`src/rtl/cpu_pkg.sv`:
```
// Shared types and constants for the accumulator CPU sequencer.
package cpu_pkg;

    localparam int DATA_W_DEF = 16;
    localparam int OP_W_DEF   = 4;
    localparam int CNT_W_DEF  = 16;

    typedef enum logic [2:0] {
        S_IDLE  = 3'd0,
        S_FETCH = 3'd1,
        S_EXEC1 = 3'd2,
        S_EXEC2 = 3'd3,
        S_HALT  = 3'd4
    } state_e;

    localparam logic [3:0] OP_LDA = 4'd0;
    localparam logic [3:0] OP_STA = 4'd1;
    localparam logic [3:0] OP_ADD = 4'd2;
    localparam logic [3:0] OP_SUB = 4'd3;
    localparam logic [3:0] OP_JMP = 4'd4;
    localparam logic [3:0] OP_JMI = 4'd5;
    localparam logic [3:0] OP_JEQ = 4'd6;
    localparam logic [3:0] OP_STP = 4'd7;
    localparam logic [3:0] OP_LDI = 4'd8;

    // Anything above the last defined opcode stops the machine.
    function automatic logic is_illegal(input logic [3:0] op);
        return op > OP_LDI;
    endfunction

endpackage

```
`src/rtl/cpu_sequencer_if.sv`:
```
// Control/status bundle between the sequencer and its environment.
// STEP exists only when CPU_SEQUENCER_SINGLE_STEP_EN is defined.
interface cpu_sequencer_if
    import cpu_pkg::*;
#(
    parameter int DATA_W = DATA_W_DEF,
    parameter int OP_W   = OP_W_DEF,
    parameter int CNT_W  = CNT_W_DEF
);
    logic                     RUN;
    logic [DATA_W-1:0]        MEM_Q;
    logic [DATA_W-1:0]        ACC;
    logic                     EXTRA;
`ifdef CPU_SEQUENCER_SINGLE_STEP_EN
    logic                     STEP;
`endif
    logic                     FETCH;
    logic                     EXEC1;
    logic                     EXEC2;
    logic [OP_W-1:0]          IR;
    logic [DATA_W-OP_W-1:0]   OPERAND;
    logic                     EQ;
    logic                     MI;
    logic                     HALTED;
    logic                     ILLEGAL;
    logic [CNT_W-1:0]         RETIRED;

`ifdef CPU_SEQUENCER_SINGLE_STEP_EN
    modport master (output RUN, MEM_Q, ACC, EXTRA, STEP,
                    input  FETCH, EXEC1, EXEC2, IR, OPERAND, EQ, MI, HALTED, ILLEGAL, RETIRED);
    modport slave  (input  RUN, MEM_Q, ACC, EXTRA, STEP,
                    output FETCH, EXEC1, EXEC2, IR, OPERAND, EQ, MI, HALTED, ILLEGAL, RETIRED);
`else
    modport master (output RUN, MEM_Q, ACC, EXTRA,
                    input  FETCH, EXEC1, EXEC2, IR, OPERAND, EQ, MI, HALTED, ILLEGAL, RETIRED);
    modport slave  (input  RUN, MEM_Q, ACC, EXTRA,
                    output FETCH, EXEC1, EXEC2, IR, OPERAND, EQ, MI, HALTED, ILLEGAL, RETIRED);
`endif

endinterface

```
`src/rtl/sat_counter.sv`:
```
// Saturating up-counter with enable; sticks at all-ones instead of wrapping.
module sat_counter #(
    parameter int W = 16
) (
    input  logic         clk,
    input  logic         rst_n,
    input  logic         en_i,
    output logic [W-1:0] cnt_o
);
    logic [W-1:0] cnt_q, cnt_d;

    always_comb begin
        cnt_d = cnt_q;
        if (en_i && (cnt_q != '1))
            cnt_d = cnt_q + W'(1);
    end

    always_ff @(posedge clk or negedge rst_n) begin
        if (!rst_n) cnt_q <= '0;
        else        cnt_q <= cnt_d;
    end

    assign cnt_o = cnt_q;

endmodule

```
`src/rtl/cpu_sequencer.sv`:
```
// FETCH/EXEC1/EXEC2 phase generator, IR latch, condition flags and retire counter.
// Optional single-step launch via STEP under CPU_SEQUENCER_SINGLE_STEP_EN.
module cpu_sequencer
    import cpu_pkg::*;
#(
    parameter int DATA_W = DATA_W_DEF,
    parameter int OP_W   = OP_W_DEF,
    parameter int CNT_W  = CNT_W_DEF
) (
    input  logic            CLK,
    input  logic            RESET_N,
    cpu_sequencer_if.slave  bus
);
    state_e                 state_q, state_d;
    logic [OP_W-1:0]        ir_q, ir_d;
    logic [DATA_W-OP_W-1:0] opnd_q, opnd_d;
    logic                   ill_q, ill_d;
    logic                   retire;
    logic                   step_go;

`ifdef CPU_SEQUENCER_SINGLE_STEP_EN
    logic step_q;

    always_ff @(posedge CLK or negedge RESET_N) begin
        if (!RESET_N) step_q <= 1'b0;
        else          step_q <= bus.STEP;
    end

    // Only consulted in IDLE, so edges mid-instruction are simply dropped.
    assign step_go = bus.STEP & ~step_q;
`else
    assign step_go = 1'b0;
`endif

    always_comb begin
        state_d = state_q;
        ir_d    = ir_q;
        opnd_d  = opnd_q;
        ill_d   = ill_q;
        retire  = 1'b0;
        case (state_q)
            S_IDLE: begin
                if (bus.RUN || step_go)
                    state_d = S_FETCH;
            end
            S_FETCH: begin
                state_d = S_EXEC1;
                ir_d    = bus.MEM_Q[DATA_W-1 -: OP_W];
                opnd_d  = bus.MEM_Q[DATA_W-OP_W-1:0];
            end
            S_EXEC1: begin
                if (ir_q == OP_W'(OP_STP)) begin
                    state_d = S_HALT;
                end else if (is_illegal(4'(ir_q))) begin
                    state_d = S_HALT;
                    ill_d   = 1'b1;
                end else if (bus.EXTRA) begin
                    state_d = S_EXEC2;
                end else begin
                    retire  = 1'b1;
                    state_d = bus.RUN ? S_FETCH : S_IDLE;
                end
            end
            S_EXEC2: begin
                retire  = 1'b1;
                state_d = bus.RUN ? S_FETCH : S_IDLE;
            end
            S_HALT: ;
            default: state_d = S_IDLE;
        endcase
    end

    always_ff @(posedge CLK or negedge RESET_N) begin
        if (!RESET_N) begin
            state_q <= S_IDLE;
            ir_q    <= '0;
            opnd_q  <= '0;
            ill_q   <= 1'b0;
        end else begin
            state_q <= state_d;
            ir_q    <= ir_d;
            opnd_q  <= opnd_d;
            ill_q   <= ill_d;
        end
    end

    sat_counter #(.W(CNT_W)) u_retired (
        .clk   (CLK),
        .rst_n (RESET_N),
        .en_i  (retire),
        .cnt_o (bus.RETIRED)
    );

    assign bus.FETCH   = (state_q == S_FETCH);
    assign bus.EXEC1   = (state_q == S_EXEC1);
    assign bus.EXEC2   = (state_q == S_EXEC2);
    assign bus.HALTED  = (state_q == S_HALT);
    assign bus.ILLEGAL = ill_q;
    assign bus.IR      = ir_q;
    assign bus.OPERAND = opnd_q;
    assign bus.EQ      = (bus.ACC == '0);
    assign bus.MI      = bus.ACC[DATA_W-1];

endmodule

```
`src/flat_wrapper.sv`:
```
// flat-port wrapper written by rule: the top's interface ports become plain ports
module cpu_sequencer_flat import cpu_pkg::*;
#(
    parameter int DATA_W = DATA_W_DEF,
    parameter int OP_W   = OP_W_DEF,
    parameter int CNT_W  = CNT_W_DEF
)
  (CLK, RESET_N, bus_RUN, bus_MEM_Q, bus_ACC, bus_EXTRA, bus_FETCH, bus_EXEC1, bus_EXEC2, bus_IR, bus_OPERAND, bus_EQ, bus_MI, bus_HALTED, bus_ILLEGAL, bus_RETIRED);
  cpu_sequencer_if #(.DATA_W(DATA_W), .OP_W(OP_W), .CNT_W(CNT_W)) bus_i ();
  input  logic CLK;
  input  logic RESET_N;
  input wire logic [$bits(bus_i.RUN)-1:0] bus_RUN;
  input wire logic [$bits(bus_i.MEM_Q)-1:0] bus_MEM_Q;
  input wire logic [$bits(bus_i.ACC)-1:0] bus_ACC;
  input wire logic [$bits(bus_i.EXTRA)-1:0] bus_EXTRA;
  output wire logic [$bits(bus_i.FETCH)-1:0] bus_FETCH;
  output wire logic [$bits(bus_i.EXEC1)-1:0] bus_EXEC1;
  output wire logic [$bits(bus_i.EXEC2)-1:0] bus_EXEC2;
  output wire logic [$bits(bus_i.IR)-1:0] bus_IR;
  output wire logic [$bits(bus_i.OPERAND)-1:0] bus_OPERAND;
  output wire logic [$bits(bus_i.EQ)-1:0] bus_EQ;
  output wire logic [$bits(bus_i.MI)-1:0] bus_MI;
  output wire logic [$bits(bus_i.HALTED)-1:0] bus_HALTED;
  output wire logic [$bits(bus_i.ILLEGAL)-1:0] bus_ILLEGAL;
  output wire logic [$bits(bus_i.RETIRED)-1:0] bus_RETIRED;
  assign bus_i.RUN = bus_RUN;
  assign bus_i.MEM_Q = bus_MEM_Q;
  assign bus_i.ACC = bus_ACC;
  assign bus_i.EXTRA = bus_EXTRA;
  assign bus_FETCH = bus_i.FETCH;
  assign bus_EXEC1 = bus_i.EXEC1;
  assign bus_EXEC2 = bus_i.EXEC2;
  assign bus_IR = bus_i.IR;
  assign bus_OPERAND = bus_i.OPERAND;
  assign bus_EQ = bus_i.EQ;
  assign bus_MI = bus_i.MI;
  assign bus_HALTED = bus_i.HALTED;
  assign bus_ILLEGAL = bus_i.ILLEGAL;
  assign bus_RETIRED = bus_i.RETIRED;
  cpu_sequencer #(.DATA_W(DATA_W), .OP_W(OP_W), .CNT_W(CNT_W)) u_core (.CLK(CLK), .RESET_N(RESET_N), .bus(bus_i));
endmodule
```
`config.mk`:
```
export PLATFORM = sky130hd
export DESIGN_NAME = cpu_sequencer_flat
export DESIGN_NICKNAME = d
export VERILOG_FILES = /design/src/rtl/cpu_pkg.sv /design/src/rtl/cpu_sequencer_if.sv /design/src/rtl/sat_counter.sv /design/src/rtl/cpu_sequencer.sv /design/src/flat_wrapper.sv
export SDC_FILE = /design/constraint.sdc
export NUM_CORES = 1
export LEC_CHECK = 0
export ABC_AREA = 0
export BUFFER_PORTS_ARGS = -buffer_cell sky130_fd_sc_hd__buf_2
export CORE_MARGIN = 3
export CORE_UTILIZATION = 42
export DETAILED_ROUTE_END_ITERATION = 16
export GPL_TIMING_DRIVEN = 0
export PLACE_DENSITY_LB_ADDON = 0.15
export SLEW_MARGIN = 20
export SYNTH_ARGS = -nofsm -noshare
export SYNTH_HDL_FRONTEND = slang
export SYNTH_SLANG_ARGS = --single-unit
```
`constraint.sdc`:
```
create_clock -name CLK -period 1.95 [get_ports CLK]
set_input_delay 0.0975 -clock CLK [delete_from_list [all_inputs] [get_ports CLK]]
set_output_delay 0.0975 -clock CLK [all_outputs]
set_load 0.1 [all_outputs]
```
==> results of run 1 <==
[sequential cells by signal, summed over array words and instances (netlist names)]
register                cells
u_core.bus.ILLEGAL          1
u_core.bus.IR               4
u_core.bus.OPERAND         12
u_core.state_q              3
u_core.u_retired.cnt_o     16
[worst paths after layout]
path	startpoint	to	slack, ps	cells past startpoint
min in group asynchronous	RESET_N	u_core.u_retired.cnt_o[2]	440	2
setup reg to reg	u_core.u_retired.cnt_o[0]	u_core.u_retired.cnt_o[5]	20	7
max in group asynchronous	RESET_N	u_core.u_retired.cnt_o[6]	930	2
hold reg to reg	u_core.bus.ILLEGAL	u_core.bus.ILLEGAL	470	1
hold / removal	bus_MEM_Q[12]	u_core.bus.IR[0]	30	3
setup / recovery	u_core.u_retired.cnt_o[0]	u_core.u_retired.cnt_o[5]	20	7
[final cells by class]
| cell class | instances | area [sq um] |
|---|---|---|
| Inverter | 6 | 22.5 |
| Timing Repair Buffer | 81 | 439 |
| Fill cell | 301 | 1360 |
| Buffer | 3 | 20.0 |
| Clock buffer | 8 | 90.1 |
| Sequential cell | 36 | 948 |
| Tap cell | 48 | 60.1 |
| Multi-Input combinational cell | 91 | 776 |
[metrics by stage]
| step | instance area (sq um) | std cells | TNS [ps] | hold slack (ps) |
|---|---|---|---|---|
| after floorplan | 1720 | 136 | -825 | -198 |
| after global placement | 2150 | 258 | 0 | 212 |
| after detailed placement | 2150 | 258 | -17.5 | 224 |
| after CTS | 2290 | 271 | 0 | 24.7 |
| after global routing | 2360 | 273 | -89.7 | 38.1 |
| final | 2360 | 273 | 0 | 31.0 |
[cell usage in the layout, fill, tap and decap left out, types with 2 or more instances in the layout]
cell type	n
a21oi_1	2
nor2_2	3
nand3_1	6
inv_1	6
o21ai_0	3
nor2_1	5
dfrtp_2	14
nand4_1	3
xnor2_1	7
clkbuf_8	6
nor4_1	5
xor2_1	7
dfrtp_4	8
buf_2	74
nand2_1	7
clkbuf_1	2
dfrtp_1	14
mux2_2	15
buf_4	5
buf_6	3
[per-layer routing]
metal  up-vias  share of wire  GRT usage
met5         -              0          0
met2        53           0.51      0.291
met3         5          0.083     0.0616
met1       649           0.40      0.197
met4         0         0.0065     0.0372
li1        661              -          -
[cell families (layout without fill, tap and decap cells)]
logic type               Yosys count  in the layout  share of synthesized area
AND/OR/NAND/NOR                   46             46                      0.163
flip-flops                        36             36                      0.547
multiplexers                      16             16                      0.112
XOR/XNOR                          15             15                     0.0798
AO/OA/AOI/OAI                     13             13                     0.0669
buffers and inverters              9             98                     0.0243
adder cells (fa/ha/maj)            1              1                    0.00760
[worst register-to-register path: cells and delay by family, from the launching register on]
family / cells / cell delay (ps)
compound gates: 1 / 270
fa+ha+maj: 1 / 150
flops: 1 / 450
buf+inv: 1 / 170
xor+xnor: 1 / 130
simple gates: 3 / 630
[repair_timing]
item | 4_1_cts | 5_1_grt
endpoints found under the hold margin | 36 | 0
resized for setup | 2 | 14
gates cloned | 0 | 0
setup endpoints to repair | 2 | 10
pin swaps | 1 | 3
hold buffers | 1 | 0
buffers inserted | 4 | 2
==> impl_results.md, run 1 <==
- Initial core utilization: 0.443
- Worst Skew: 5.03 ps
- GPL Wtd Cong: 0.832
- DR vias/cell: 5.01
- Worst min path class: input pin to flip-flop
- Final core occ: 0.634
- Largest net degree at the start of global routing: 37
- Total Nets Final: 261
- Area Overhead vs Synth: 43.1%
- Max Fclk: 519 MHz
- Worst rel slew slack: 0.484
- Vias in the first global route: 1,369
- Fraction of layout instances using a drive strength above 1: 0.636
- Arr. time, crit path: 2090 ps
- Port bufs: 74
- Hpwl dp: 2770 um
- Routed Antenna Nets: 0
- Worst path top cell family by delay: simple AND/OR/NAND/NOR gates
- Mapped cell area: 0.00165 sq mm
- Register area share after synthesis: 0.547
- Crit-path max FO: 7
- Detailed-route DRC error count: 0
- Routed len/inst: 13.5 um
- Top_reg_cell synth: dfrtp_1
- CP peak stage delay: 510 ps
- DRT Pass-1 Iters: 4
- Routed WL: 3690 um
- Hold Fails Final Rpt: 0
- Vias: 1,368
- FP Rows: 22
- First-pass GRT wire length: 5950 um
- Post-synth top cells: dfrtp_1 (36), mux2_2 (15), nor2_1 (9)
- Tot GR Track Use: 0.168
- Final min period: 1930 ps
- Clock Root Buffer: clkbuf_8
- Die height: 68.6 um
- Count leader, synth: dfrtp_1
- Fin worst setup slack: 21.5 ps
- Worst skew pair latency: 280 ps
- Worst path required time: 2110 ps
- # diodes: 0
- CP Class: flip-flop to flip-flop
- Buf/Inv on CP: 1
- Core footprint: 0.00372 sq mm
- Die ar.: 0.00471 sq mm
- IO Pins: 75
- Cells after Synth: 136
- GRT overflow: 0
- Clock sink count: 36
- CTS tree: done
- Area contributors post-synth: dfrtp_1 (55%), mux2_2 (10%), xnor2_1 (4.3%), xor2_1 (3.7%), nor4_1 (2.3%)
- Endpoint class of the critical path: flip-flop
- Clock transition at path regs: 70 ps
- Max Root-Sink Buffers: 2
- Synth Register Bits: 36
- Synth top area share: 0.547
- # Max-Cap Violations: 0
- CP Cell Sequence: ha_4 > nand3_4 > or4b_4 > o2bb2ai_4 > buf_4 > nor2_1 > xor2_1
- Synth cell types: 36
- H-tree depth: 2
- Async SR Flop Fraction: 1.00
- EDFF count, synth: 0
- Outcome: finished clean
- RSZ-0062 raised after global routing: yes
- CP max stage cell: or4b_4
- Fin. max-slew vios: 0
- YS warnings: 0
- Mapped Nets: 173
- CP Launch Type: flip-flop
- Placement Setup Slack: -17.5 ps
- Worst Tran Pin Value: 774 ps
- Initial antenna violation count: 0
- Final setup violation count: 0
- Syn_area_per_cell: 12.1 sq um
- TritonCTS buffer count: 5
- Synth area leader: dfrtp_1
- Period utilization: 0.989
- Die Width: 68.6 um
- Starting DRC count in detailed routing: 53
Power of run 1 is left out: the tool's default activity adds up to more than one toggle a clock period on the data nets, which glitch-free logic cannot reach.
==> run 2, diff against run 1 <==
==> constraint.sdc (replaced) <==
create_clock -name CLK -period 1.95 [get_ports CLK]
set_input_delay 0.2925 -clock CLK [delete_from_list [all_inputs] [get_ports CLK]]
set_output_delay 0.2925 -clock CLK [all_outputs]
set_load 0.1 [all_outputs]
==> run 2 against run 1 <==
  * Cell area shrank 0.11%
  * Die area did not move
  * Hold slack improved by 68 ps
  * First-iteration DRC count down 9.4%
  * Fmax is 0.49% lower
  * Register-to-register slack hardly changed
==> impl_results.md, run 2 (same netlist as run 1, synthesis figures left out) <==
- Outcome: finished clean
- Endpoint class of the critical path: flip-flop
- Hpwl dp: 2960 um (+6.7%)
- Max Fclk: 516 MHz (-0.49%)
- Fin worst setup slack: 12.0 ps (-9.53 ps)
- FP Rows: 22 (unchanged)
- Commonest non-fill, non-tap cells in the layout: buf_2 (73), mux2_2 (15), dfrtp_1 (14), dfrtp_2 (14), nor2_1 (9)
- Worst min path class: input pin to asynchronous set/reset pin
- Crit-path max FO: 7 (unchanged)
- Setup TNS: 0 ps (unchanged)
- Die height: 68.6 um (unchanged)
- IO Pins: 75 (unchanged)
- TritonCTS buffer count: 5 (unchanged)
- Largest net degree at the start of global routing: 37 (unchanged)
- Port bufs: 74 (unchanged)
- Worst Tran Pin Value: 809 ps (+34.7 ps)
- CTS tree: done
- Final min period: 1940 ps (+9.53 ps)
- DR vias/cell: 5.06 (+0.96%)
- Clock transition at path regs: 70 ps (about the same)
- Routed len/inst: 14.3 um (+5.5%)
- RSZ-0062 raised after global routing: yes
- Die ar.: 0.00471 sq mm (unchanged)
- Total Nets Final: 259 (-0.77%)
- GPL Wtd Cong: 0.737 (-11%)
- Initial core utilization: 0.443 (unchanged)
- Hold Fails Final Rpt: 0 (unchanged)
- Worst Skew: 2.76 ps (-2.27 ps)
- Worst skew pair latency: 280 ps (about the same)
- Initial antenna violation count: 0 (unchanged)
- Max Root-Sink Buffers: 2 (unchanged)
- # diodes: 0 (unchanged)
- CP Launch Type: flip-flop
- Worst path required time: 2120 ps (about the same)
- Worst hold slack: 98.8 ps (+67.8 ps)
- Vias in the first global route: 1,360 (-0.66%)
- CP Class: flip-flop to flip-flop
- Commonest non-fill, non-tap cell in the layout: buf_2
- Area Overhead vs Synth: 42.9%
- # Max-Cap Violations: 0 (unchanged)
- Starting DRC count in detailed routing: 48 (-9.4%)
- GRT overflow: 0 (unchanged)
- Number of fill cells in the layout: 312 (+3.7%)
- Fin. max-slew vios: 0 (unchanged)
- Fraction of layout instances using a drive strength above 1: 0.619 (-0.0167)
- Arr. time, crit path: 2100 ps (about the same)
- Vias: 1,371 (+0.22%)
- Tot GR Track Use: 0.175 (+0.00701)
- Placement Setup Slack: -93.7 ps (-76.2 ps)
- Routed WL: 3870 um (+4.7%)
- Max reg flops: 16 (unchanged)
- Routed Antenna Nets: 0 (unchanged)
- Final setup violation count: 0 (unchanged)
- Core footprint: 0.00372 sq mm (unchanged)
- Worst rel slew slack: 0.461 (-0.0231)
- DRT Pass-1 Iters: 4 (unchanged)
- H-tree depth: 2 (unchanged)
- Clock sink count: 36 (unchanged)
- First-pass GRT wire length: 5990 um (+0.59%)
- Detailed-route DRC error count: 0 (unchanged)
- Die Width: 68.6 um (unchanged)
- Hold_buf cts: 0 (-1)
- Clock Root Buffer: clkbuf_8
- Period utilization: 0.994 (+0.00489)
-- run 2: timing repair --
| item | CTS | global route |
|---|---|---|
| setup buffers | 0 | 5 |
| pin swaps | 1 | 2 |
| resized for setup | 5 | 5 |
| setup endpoints to repair | 2 | 12 |
-- run 2: cell type report --
cell class              instances  area [sq um]  share of cell area
plain buffers                   3          22.5             0.00957
flip-flops and latches         36           948               0.403
well taps                      48          60.1              0.0255
multi-input cells              91           753               0.320
clock inverters                 3          42.5              0.0181
inverters                       6          22.5             0.00957
repair buffers                 79           435               0.185
clock buffers                   5          68.8              0.0292
-- run 2: worst paths after layout --
kind	cells past startpoint	end	startpoint	slack, ps
max	6	u_core.u_retired.cnt_o[1]	u_core.u_retired.cnt_o[1]	10
min	1	u_core.state_q[0]	RESET_N	100
max reg2reg	6	u_core.u_retired.cnt_o[1]	u_core.u_retired.cnt_o[1]	10
min reg2reg	1	u_core.bus.ILLEGAL	u_core.bus.ILLEGAL	470
max in group asynchronous	1	u_core.u_retired.cnt_o[4]	RESET_N	1260
min in group CLK	3	u_core.bus.IR[0]	bus_MEM_Q[12]	240
-- run 2: critical path, cell delays in order (launching register included) --
cell       delay (ps)
dfrtp_4           440
ha_4              150
nand3_4            80
or4b_4            510
o2bb2ai_4         200
buf_12            140
mux2_4            290
-- run 2: per-stage QoR --
stage	cells	area (sq um)	utilization
after floorplan	136	1730	-
after global placement	258	2160	0.581
after detailed placement	258	2160	0.581
after CTS	266	2280	0.615
after global routing	271	2350	0.633
final	271	2350	0.633
-- run 2: routing by layer --
metal | GRT usage | up-vias | part of all wire
met1 | 0.189 | 665 | 0.39
met3 | 0.0470 | 6 | 0.075
met5 | 0 | - | 0
met4 | 0.0720 | 0 | 0.014
li1 | - | 650 | -
met2 | 0.319 | 50 | 0.53
Power of run 2 is left out for the same reason.
